$ cat src/rtl/ppu_writer.sv
// ppu_writer: host-side write initiator for the sprite PPU register interface.
//
// Attribute, sprite-bitmap and color-table updates from a producer are queued
// in a FIFO. Only entries up to the newest batch boundary (in_last) are
// released, and only while vcount is in vertical blanking. Because of this,
// the PPU tables never change in the middle of a visible frame.
//
// Ports:
//   clk, reset            clock; synchronous active-high reset
//   in_valid/in_ready     producer handshake (see below)
//   in_addr, in_data      PPU address / data; in_addr[9:8] selects the table
//                         (00 attr, 01 sprite, 10 color, 11 illegal)
//   in_last               entry closes a batch (commit point)
//   vcount                current VGA line, shared with the PPU
//   chipselect, write     PPU strobes, high together for one cycle per write
//   address, writedata    PPU write address / data; hold when idle
//   level                 entries currently held in the FIFO
//   err                   sticky: an illegal-table entry was discarded
//   frame_done            1-cycle pulse with the write that drains the
//                         committed work
//   state_dbg             current drain FSM state (WAIT=0, DRAIN=1, DONE=2)
//
// Handshake: an entry transfers on a rising clk edge where in_valid && in_ready.
// in_ready depends only on the registered fill count (never on in_valid), so a
// producer may hold in_valid high and wait for in_ready with stable payload.
module ppu_writer #(
  parameter int DEPTH   = 32,
  parameter int VACTIVE = 480,
  parameter int GAP     = 0
) (
  input  logic                     clk,
  input  logic                     reset,
  input  logic                     in_valid,
  output logic                     in_ready,
  input  logic [15:0]              in_addr,
  input  logic [31:0]              in_data,
  input  logic                     in_last,
  input  logic [9:0]               vcount,
  output logic                     chipselect,
  output logic                     write,
  output logic [15:0]              address,
  output logic [31:0]              writedata,
  output logic [$clog2(DEPTH):0]   level,
  output logic                     err,
  output logic                     frame_done,
  output logic [1:0]               state_dbg
);

  localparam int AW = $clog2(DEPTH);

  typedef enum logic [1:0] {
    ST_WAIT  = 2'd0,
    ST_DRAIN = 2'd1,
    ST_DONE  = 2'd2
  } state_t;

  state_t state, state_next;

  logic [15:0]  addr_mem [DEPTH];
  logic [31:0]  data_mem [DEPTH];
  logic [AW-1:0] wr_ptr, rd_ptr;
  logic [AW:0]   cnt, cnt_next;
  logic [AW:0]   committed, committed_next;
  logic [2:0]    gap_cnt;

  logic vblank;
  logic full;
  logic push;
  logic pop;
  logic pop_ok;
  logic drain_done;
  logic head_illegal;

  assign vblank       = (vcount >= 10'(VACTIVE));
  assign full         = (cnt == (AW+1)'(DEPTH));
  assign in_ready     = !full;
  assign push         = in_valid && in_ready;
  assign head_illegal = (addr_mem[rd_ptr][9:8] == 2'b11);
  assign pop_ok       = vblank && (committed != '0) && (gap_cnt == 3'd0);
  assign level        = cnt;
  assign state_dbg    = state;

  // This pop empties the committed set, unless a new batch closes in the same
  // cycle (that batch then re-loads committed with a non-zero count).
  assign drain_done = pop && (committed == (AW+1)'(1)) && !(push && in_last);

  // Next-state / pop decision
  always_comb begin
    state_next = state;
    pop        = 1'b0;
    case (state)
      ST_WAIT: begin
        if (vblank && (committed != '0)) state_next = ST_DRAIN;
      end
      ST_DRAIN: begin
        if (!vblank) begin
          state_next = ST_WAIT;
        end else if (pop_ok) begin
          pop = 1'b1;
          if (drain_done) state_next = ST_DONE;
        end
      end
      ST_DONE: begin
        // Late commits in the same blanking are drained from here.
        if (!vblank) begin
          state_next = ST_WAIT;
        end else if (pop_ok) begin
          pop = 1'b1;
        end
      end
      default: state_next = ST_WAIT;
    endcase
  end

  // Fill count and committed count
  always_comb begin
    cnt_next = cnt;
    case ({push, pop})
      2'b10:   cnt_next = cnt + 1'b1;
      2'b01:   cnt_next = cnt - 1'b1;
      default: cnt_next = cnt;
    endcase

    committed_next = committed;
    if (push && in_last) begin
      committed_next = cnt_next;
    end else if (pop) begin
      committed_next = committed - 1'b1;
    end
  end

  // FIFO storage: no reset needed, validity is tracked by cnt.
  always_ff @(posedge clk) begin
    if (push) begin
      addr_mem[wr_ptr] <= in_addr;
      data_mem[wr_ptr] <= in_data;
    end
  end

  always_ff @(posedge clk) begin
    if (reset) begin
      state      <= ST_WAIT;
      wr_ptr     <= '0;
      rd_ptr     <= '0;
      cnt        <= '0;
      committed  <= '0;
      gap_cnt    <= 3'd0;
      chipselect <= 1'b0;
      write      <= 1'b0;
      address    <= 16'h0000;
      writedata  <= 32'h0000_0000;
      err        <= 1'b0;
      frame_done <= 1'b0;
    end else begin
      state     <= state_next;
      cnt       <= cnt_next;
      committed <= committed_next;

      if (push) wr_ptr <= wr_ptr + 1'b1;
      if (pop)  rd_ptr <= rd_ptr + 1'b1;

      // Spacing applies after every pop, including discarded entries.
      if (pop) begin
        gap_cnt <= 3'(GAP);
      end else if (gap_cnt != 3'd0) begin
        gap_cnt <= gap_cnt - 3'd1;
      end

      chipselect <= pop && !head_illegal;
      write      <= pop && !head_illegal;
      if (pop && !head_illegal) begin
        address   <= addr_mem[rd_ptr];
        writedata <= data_mem[rd_ptr];
      end
      if (pop && head_illegal) err <= 1'b1;

      frame_done <= drain_done;
    end
  end

endmodule
$ cat config.mk
export PLATFORM = sky130hd
export DESIGN_NAME = ppu_writer
export DESIGN_NICKNAME = d
export VERILOG_FILES = /design/src/rtl/ppu_writer.sv
export SDC_FILE = /design/constraint.sdc
export NUM_CORES = 1
export LEC_CHECK = 0
export BUFFER_PORTS_ARGS = -buffer_cell sky130_fd_sc_hd__buf_2
export CAP_MARGIN = 20
export CORE_UTILIZATION = 55
export DETAILED_ROUTE_END_ITERATION = 16
export GPL_TIMING_DRIVEN = 0
export PLACE_DENSITY_LB_ADDON = 0.1
export SLEW_MARGIN = 25
export SYNTH_ARGS = -nofsm -noshare
export SYNTH_HDL_FRONTEND = slang
export SYNTH_SLANG_ARGS = --single-unit
export TNS_END_PERCENT = 50
$ cat constraint.sdc
create_clock -name clk -period 4.7 [get_ports clk]
set_input_delay 0.47 -clock clk [delete_from_list [all_inputs] [get_ports clk]]
set_output_delay 0.47 -clock clk [all_outputs]
set_load 0.02 [all_outputs]
==> key figures <==
Run status
  – Status: finished clean

Routing
  – WL met1: 63.4 mm
  – WL/cell: 30.8 um
  – Via-to-Cell Ratio: 6.32
  – DRT iter0 DRCs: 3881
  – Max Used Layer: met5
  – Met3 WL: 14.0 mm
  – Remaining antenna violation count: 0
  – Final WL: 151 mm
  – Router iterations before antenna repair: 5
  – Met2 WL: 70.7 mm
  – DR vias: 31000
  – DRC errors left: 0

CTS
  – PostCTS Resize Cnt: 0
  – CTS Root Cell: clkbuf_16
  – Worst-skew pair later-pin latency: 0.77 ns
  – CTS Buf Count: 163
  – Setup Buffers After CTS: 0
  – Cts hold-fix bufs: 0
  – Num Clock Sinks: 1619
  – Max Buffers Root-to-Sink: 3
  – Reg clk slew, reported paths: 0.06 ns
  – CTS tree: built
  – Htree depth: 4

Place
  – Gp weighted congestion: 0.784
  – PortBufs: 116
  – DP HPWL: 101 mm

Layout
  – Most common cell after layout, fill and taps aside: edfxtp_1
  – Ratio of cells with drive above 1 in the final layout: 27.4%
  – FF+latch area: 47800 sq um
  – Commonest non-fill, non-tap cells in the layout: 1536 x edfxtp_1, 384 x mux4_2, 221 x nand2_1
  – Util after Layout: 64.8%
  – Nets: 3375
  – Multi-input gate area: 13800 sq um
  – Diode count: 0
  – FILL cells: 7320
  – Syn-to-layout area delta: 16.1%

Logic synthesis
  – Post-synth cell types: 54
  – Syn_nets: 3001
  – EDFF count, synth: 1536
  – Mux share of post-synthesis cell area: 17.0%
  – Post-Synth XOR/XNOR Area: 0.282%
  – Mapped cell area: 62100 sq um
  – Synthesized area per cell: 21.2 sq um
  – Post-synth ARST share: 0%
  – Post-synthesis adder-cell area fraction: 0.282%
  – Synth Area in Compound Gates: 1.65%
  – YS warnings: 0
  – Largest family of logic cells by synthesized area: multiplexers
  – Simple-gate share of the synthesized area: 2.50%
  – Syn Inst Count: 2925
  – Register bit total from synthesis: 1619
  – Sequential area share after synthesis: 77.0%
  – Most used DFF post-synth: edfxtp_1

Timing
  – Minimum clock period: 3.83 ns
  – RSZ-0062 raised after global routing: no
  – Fmax: 261 MHz
  – Setup violation total in the final timing report: 0
  – Hold WS: 0.159 ns
  – Slew Limit Headroom: 24.3%
  – Final Cycle Share: 81.6%
  – Final Hold Vio Count: 0
  – Final setup skew: 0.0278 ns
  – Worst-margin pin slew: 1.14 ns
  – Max Transition Viols Final: 0

Floorplan
  – DIE HEIGHT: 338 um
  – Rows: 122
  – Initial Util: 55.8%
  – Die area: 114000 sq um
  – CORE AREA: 111000 sq um
  – Die width: 338 um
  – I/O pin count: 123

GRT
  – Number of global-route vias before repair: 31500
  – First-pass GRT wire length: 217 mm
  – Grt ovf: 0
  – Gr usage total: 27.1%
  – Initial antenna violation count: 2
  – Largest net degree at the start of global routing: 33

Power and ir drop
  – VDD IR-drop max: 0.000268 V
  – P_leak: 22.7 nW
  – Pwr Density: 415 nW/um^2

Setup path
  – Worst endpoint required time: 5.38 ns
  – R2r setup slk: 0.87 ns
  – Reg2Reg Capture Point: writedata[23]
  – Reg-to-reg startpoint: rd_ptr[1]
  – Crit. End Element: flip-flop
  – Worst Path Arrival: 4.52 ns
  – Critical path class: flip-flop to flip-flop
  – Worst setup path end: writedata[23]
  – Worst Reg-to-Reg Cells: 8
  – CP Launch Type: flip-flop
  – Worst-path fanout max: 10
  – Crit path from: rd_ptr[1]

Job
  – Max Cap Viol: 0

Worst hold path
  – Hold Crit Class: input pin to flip-flop
==> power breakdown <==
| group | internal (mW) | switching, mW | total [mW] |
|---|---|---|---|
| registers | 15.9 | 0.0576 | 16.0 |
| clock network | 7.11 | 5.27 | 12.4 |
| logic | 0.624 | 0.915 | 1.54 |
| total | 23.6 | 6.24 | 29.9 |
==> cell families (layout without fill, tap and decap cells) <==
logic type / after synthesis / in the layout
DFF: 1619 / 1619
muxes: 573 / 573
buffers and inverters: 185 / 684
AOI/OAI and AO/OA: 144 / 144
adders and majority gates: 14 / 14
xor gates and xnor gates: 20 / 20
and+or+nand+nor: 370 / 370
==> worst min-delay path by stage <==
stage               slack, ns  cells past startpoint           end        start
finish                   0.16                      4  committed[5]      in_last
floorplan                0.48                      2    gap_cnt[1]   gap_cnt[1]
detailed placement       0.46                      2    address[3]   address[3]
global route             0.15                      4  committed[5]      in_last
global placement         0.45                      2   address[12]  address[12]
CTS                      0.11                      4  committed[5]      in_last
==> flip-flops by register name (all words and copies together) (netlist names), named ones only <==
register and cells:
state_dbg 2, address 16, gap_cnt 3, write 1, wr_ptr 5, committed 6
frame_done 1, rd_ptr 5, level 6, addr_mem 512, data_mem 1024, writedata 32
err 1
==> routing by layer <==
layer / global-route usage [%] / vias to the layer above
li1: - / 12900
met1: 39.8 / 16500
met2: 41.5 / 1452
met3: 6.46 / 208
met4: 6.75 / 2
met5: 0 / -
==> area by class of cell <==
cell class              count  area share, %
plain buffers             166           1.02
well taps                1488           2.58
inverters                  19         0.0990
flip-flops and latches   1619           66.3
multi-input cells        1121           19.1
clock buffers             224           6.16
repair buffers            209           3.87
clock inverters            66          0.873
==> cell usage after synthesis, drive strengths merged, types with 15 or more instances <==
cell type  instances  area share, %
a21oi             42           0.34
a31oi             17           0.17
a32oi             15           0.21
buf               80           0.66
clkbuf            86           0.52
dfxtp             83            2.7
edfxtp          1536             74
inv               18           0.11
mux2              32           0.58
mux2i            157            2.5
mux4             384             14
nand2            221            1.3
nand3             35           0.28
nor2              72           0.44
o2111ai           33           0.47
==> metrics by stage <==
step / cells / setup TNS [ns] / instance area, sq um / power [mW] / setup WS [ns]
after floorplan: 2925 / 0 / 62100 / 17.2 / 0.574
after global placement: 4529 / -3126.28 / 64500 / 17.7 / -2.31
after detailed placement: 4622 / 0 / 67000 / 17.8 / 0.933
after CTS: 4912 / 0 / 72100 / 30.1 / 0.923
after global routing: 4912 / 0 / 72100 / 30.7 / 0.718
final: 4912 / 0 / 72100 / 29.9 / 0.865
==> critical path, stage by stage, from the launching register on <==
cell,delay (ns)
dfxtp_1,0.39
clkbuf_1,0.49
clkbuf_1,0.70
clkbuf_1,0.88
mux4_2,0.37
mux2i_1,0.07
a21oi_1,0.18
o2111ai_1,0.37
mux2i_1,0.29
(Power assumes the default switching activity.)
